### src/rtl/expr_sig_collector.sv
// Batch signature collector: folds each accepted 90-bit expression result into a
// 32-bit MISR and compares the final signature against a golden value.
module expr_sig_collector #(
  parameter int          CNT_W = 16,
  parameter logic [31:0] SEED  = 32'hFFFFFFFF,
  parameter logic [31:0] POLY  = 32'h04C11DB7
) (
  input  logic             clk,
  input  logic             reset,
  input  logic             start,
  input  logic [CNT_W-1:0] num_samples,
  input  logic             in_valid,
  output logic             in_ready,
  input  logic [89:0]      in_y,
  input  logic [31:0]      expected_sig,
  output logic [31:0]      signature,
  output logic [CNT_W-1:0] sample_count,
  output logic             done,
  output logic             match
);

  // Handshake: a sample is consumed on a cycle where in_valid and in_ready are both 1;
  // in_ready depends only on state, never on in_valid.
  typedef enum logic [1:0] {IDLE, RUN, DONE} state_t;

  state_t           state;
  logic [CNT_W-1:0] target;
  logic [CNT_W-1:0] count_inc;
  logic [31:0]      fold;
  logic [31:0]      sig_next;
  logic             accept;

  assign in_ready  = (state == RUN);
  assign accept    = in_valid && in_ready;
  assign fold      = in_y[31:0] ^ in_y[63:32] ^ {6'b0, in_y[89:64]};
  assign sig_next  = {signature[30:0], 1'b0} ^ (signature[31] ? POLY : 32'h0) ^ fold;
  assign count_inc = sample_count + CNT_W'(1);

  always_ff @(posedge clk) begin
    if (reset) begin
      state        <= IDLE;
      signature    <= SEED;
      sample_count <= '0;
      target       <= '0;
      done         <= 1'b0;
      match        <= 1'b0;
    end else begin
      case (state)
        IDLE, DONE: begin
          if (start) begin
            signature    <= SEED;
            sample_count <= '0;
            target       <= num_samples;
            match        <= 1'b0;
            // A zero-length batch completes immediately with the seed as signature.
            if (num_samples == '0) begin
              state <= DONE;
              done  <= 1'b1;
            end else begin
              state <= RUN;
              done  <= 1'b0;
            end
          end else begin
            match <= (state == DONE) && (signature == expected_sig);
          end
        end
        RUN: begin
          match <= 1'b0;
          if (accept) begin
            signature    <= sig_next;
            sample_count <= count_inc;
            // Equality (not >=) keeps a target of 2^CNT_W-1 terminating under wrap.
            if (count_inc == target) begin
              state <= DONE;
              done  <= 1'b1;
            end
          end
        end
        default: begin
          state <= IDLE;
          done  <= 1'b0;
          match <= 1'b0;
        end
      endcase
    end
  end

endmodule

### config.mk
export PLATFORM = sky130hd
export DESIGN_NAME = expr_sig_collector
export DESIGN_NICKNAME = d
export VERILOG_FILES = /design/src/rtl/expr_sig_collector.sv
export SDC_FILE = /design/constraint.sdc
export NUM_CORES = 1
export LEC_CHECK = 0
export CAP_MARGIN = 20
export CORE_MARGIN = 8
export CORE_UTILIZATION = 44
export CTS_CLUSTER_SIZE = 28
export DETAILED_ROUTE_END_ITERATION = 8
export GPL_TIMING_DRIVEN = 1
export PLACE_DENSITY = 0.82
export SLEW_MARGIN = 10
export SYNTH_ARGS = -nofsm -noshare
export SYNTH_HDL_FRONTEND = slang
export SYNTH_SLANG_ARGS = --single-unit
### constraint.sdc
create_clock -name clk -period 2.23 [get_ports clk]
set_input_delay 0.446 -clock clk [delete_from_list [all_inputs] [get_ports clk]]
set_output_delay 0.446 -clock clk [all_outputs]
set_load 0.01 [all_outputs]
==> impl_results.md <==
- Critical Path AT: 1.69 ns
- Proportion of layout cells with a drive suffix above 1: 10.7%
- Fill count: 812
- Leakage: 0.00260 µW
- Number of buffers created by CTS: 9
- Die H: 119 µm
- H-tree Lvls: 3
- Final Skew: 0.00794 ns
- Fin nets: 924
- Yosys cell types: 49
- Clock Path Buffers: 2
- Number of synthesized flops with an enable pin: 0
- Crit path kind: reg2out
- Max Clock Freq: 467 MHz
- YS warnings: 0
- Highest ir drop seen on vdd: 0.000431 V
- Slew Viols, Final: 0
- TritonCTS clock tree: built
- Post-synthesis sequential area ratio: 28.9%
- Final Non-Filler Cells: 922
- CP max stage delay: 0.63 ns
- Largest net degree at the start of global routing: 68
- N_diodes: 0
- Worst-path clk slew: 0.08 ns
- CP delay by family, top: buffers and inverters
- Final Wtd Congestion: 0.912
- Top FF cell, synth: dfxtp_1
- CP endpoint kind: output port
- Syn nets: 716
- Worst-Margin Slew: 0.520 ns
- Initial core utilization: 45.2%
- Fraction of registers with async set/reset: 0%
- Synthesized area: 4640 µm²
- Routed wire length per instance: 17.8 µm
- Max transition margin: 65.0%
- Post-CTS setup buffer count: 0
- DR vias: 4922
- First-pass GRT wire length: 26000 µm
- # setup viols final: 0
- Grt total ovfl: 0
- DIE WIDTH: 119 µm
- Routed vias/inst: 5.34
- Final period util: 95.9%
- RSZ-0062 raised after global routing: false
- Full die area: 14100 µm²
- CTS root buf: clkbuf_8
- CTS Sinks: 67
- Std cell rows: 37
- Final min period: 2.14 ns
- Flop and latch count out of synthesis: 67
- Post-DP HPWL: 13300 µm
- CP cell instances: nor2b_1 -> clkdlybuf4s50_1
- Ports: 193
- Area of the core: 10300 µm²
- Syn Area/Cell: 8.10 µm²
- Max-Cap Viols: 0
- Status: finished, final reports clean
- Total power: 3520 µW
- Nature of the critical path startpoint: flop
- Worst hold path type: reg2reg
- Pwr Density: 489 nW/µm²
- Vias in the first global route: 5164
- CP Max Fanout: 6
- Final ANT Viol Nets: 0
- Placed cells: 906
- Pre-Repair DR Iteration Count: 6
- Synth Instances: 573
- Routed wire length: 16400 µm
- Crit-path slowest cell: clkdlybuf4s50_1
- Final Hold Fails: 0
- Worst-Skew Late Latency: 0.33 ns
- GRT Overall Usage: 22.6%
- Starting DRC count in detailed routing: 339
- Worst EP required: 1.78 ns
- Antenna violations before repair: 0
- WP buf/inv: 1
- Layout area overhead: 55.1%
- PortBufs: 192
- Drt drc: 0
## flip-flops by register name, summed over array words and instances, names as in the netlist
signal	cells
state	1
sample_count	16
signature	32
done	1
target	16
match	1
## logic make-up after synthesis
group | share of synthesized area [%]
buffers and inverters | 3.91
flip-flops | 28.9
multiplexers | 0.485
AO/OA/AOI/OAI | 14.5
adder cells (fa/ha/maj) | 0.270
AND/OR/NAND/NOR | 22.9
XOR/XNOR | 29.1
## cell usage after synthesis (2+ instances only)
library cell / n / area (µm²)
and3_1: 4 / 25.0
nor4_1: 15 / 93.8
clkbuf_1: 26 / 97.6
a31oi_1: 2 / 12.5
and4_1: 2 / 17.5
o21bai_1: 22 / 165
xnor2_1: 99 / 867
or3_1: 7 / 43.8
buf_2: 7 / 35.0
nor2b_1: 5 / 31.3
or2_2: 12 / 75.1
buf_4: 4 / 30.0
nand2b_1: 3 / 18.8
nand3b_1: 3 / 22.5
inv_1: 3 / 11.3
o211ai_1: 2 / 15.0
a211oi_1: 5 / 37.5
nand3_1: 8 / 40.0
nor3b_1: 2 / 15.0
nand4b_1: 2 / 17.5
and4b_1: 3 / 30.0
nand4_1: 10 / 62.6
nand2_1: 43 / 161
nor3_1: 34 / 170
a21oi_1: 51 / 255
o21ai_0: 13 / 65.1
dfxtp_1: 67 / 1340
mux2_2: 2 / 22.5
or4_1: 2 / 15.0
and2_1: 4 / 25.0
nor2_1: 38 / 143
buf_1: 2 / 7.51
xor2_1: 55 / 482
## worst register-to-register path, stage by stage (launching register included)
cell and delay [ns]:
dfxtp_1 0.33, buf_4 0.15, ha_1 0.33, and3_1 0.28
nand4_1 0.21, a211o_1 0.31, a21oi_1 0.21, a41oi_1 0.14
## area by class of cell
type	count	area [µm²]	area share [%]
Tap cell	136	170	2.36
Multi-Input combinational cell	464	3150	43.7
Sequential cell	67	1340	18.7
Inverter	3	11.3	0.156
Clock inverter	4	97.6	1.36
Timing Repair Buffer	236	2280	31.7
Clock buffer	12	145	2.02
## worst paths after layout
kind / startpoint / end / slack (ns) / cells past startpoint
worst max-delay path: state[0] / in_ready / 0.09 / 2
worst min-delay path: target[14] / target[14] / 0.47 / 2
worst max register to register: sample_count[0] / state[0] / 0.13 / 7
worst min register to register: target[14] / target[14] / 0.47 / 2
## metrics by stage
stage / instance area (µm²) / TNS (ns) / setup slack (ns) / utilization (%) / hold WS (ns)
floorplan: 4640 / 0 / 0.223 / - / 0.448
global placement: 6930 / -0.149 / -0.149 / 67.5 / 0.460
detailed placement: 6930 / -0.208 / -0.208 / 67.5 / 0.463
CTS: 7180 / 0 / 0.0737 / 69.8 / 0.475
global route: 7200 / 0 / 0.00608 / 70.0 / 0.505
finish: 7200 / 0 / 0.0904 / 70.0 / 0.472
## report_power, final
part           switching, µW  total [µW]  internal [µW]  leakage [µW]
combinational            398         967            569       0.00194
sequential              63.4        1310           1250      0.000546
clock                    468        1240            775      0.000117
total                    929        3520           2590       0.00260
## what timing repair did
action                     in CTS  in global routing
hold buffers                    0                  0
setup endpoints to repair       0                  2
resized for setup               0                  4
## cells in the final DEF, fill, tap and decap left out, types with 10 or more instances in the layout
cell type	netlist	layout
clkdlybuf4s50_1	0	191
xnor2_1	99	99
dfxtp_1	67	66
xor2_1	55	55
a21oi_1	51	51
nand2_1	43	43
buf_4	4	41
nor2_1	38	38
nor3_1	34	34
o21bai_1	22	22
nor4_1	15	14
o21ai_0	13	13
or2_2	12	12
nand4_1	10	10
clkbuf_8	0	10
## routing by layer
layer  vias to the layer above  part of all wire (%)  GRT usage (%)
met4                         0                   2.7           9.01
met1                      2291                    37           23.7
met3                        28                   7.9           7.19
li1                       2381                     -              -
met5                         -                     0              0
met2                       222                    52           41.1
Power figures use the tool's default switching activity.
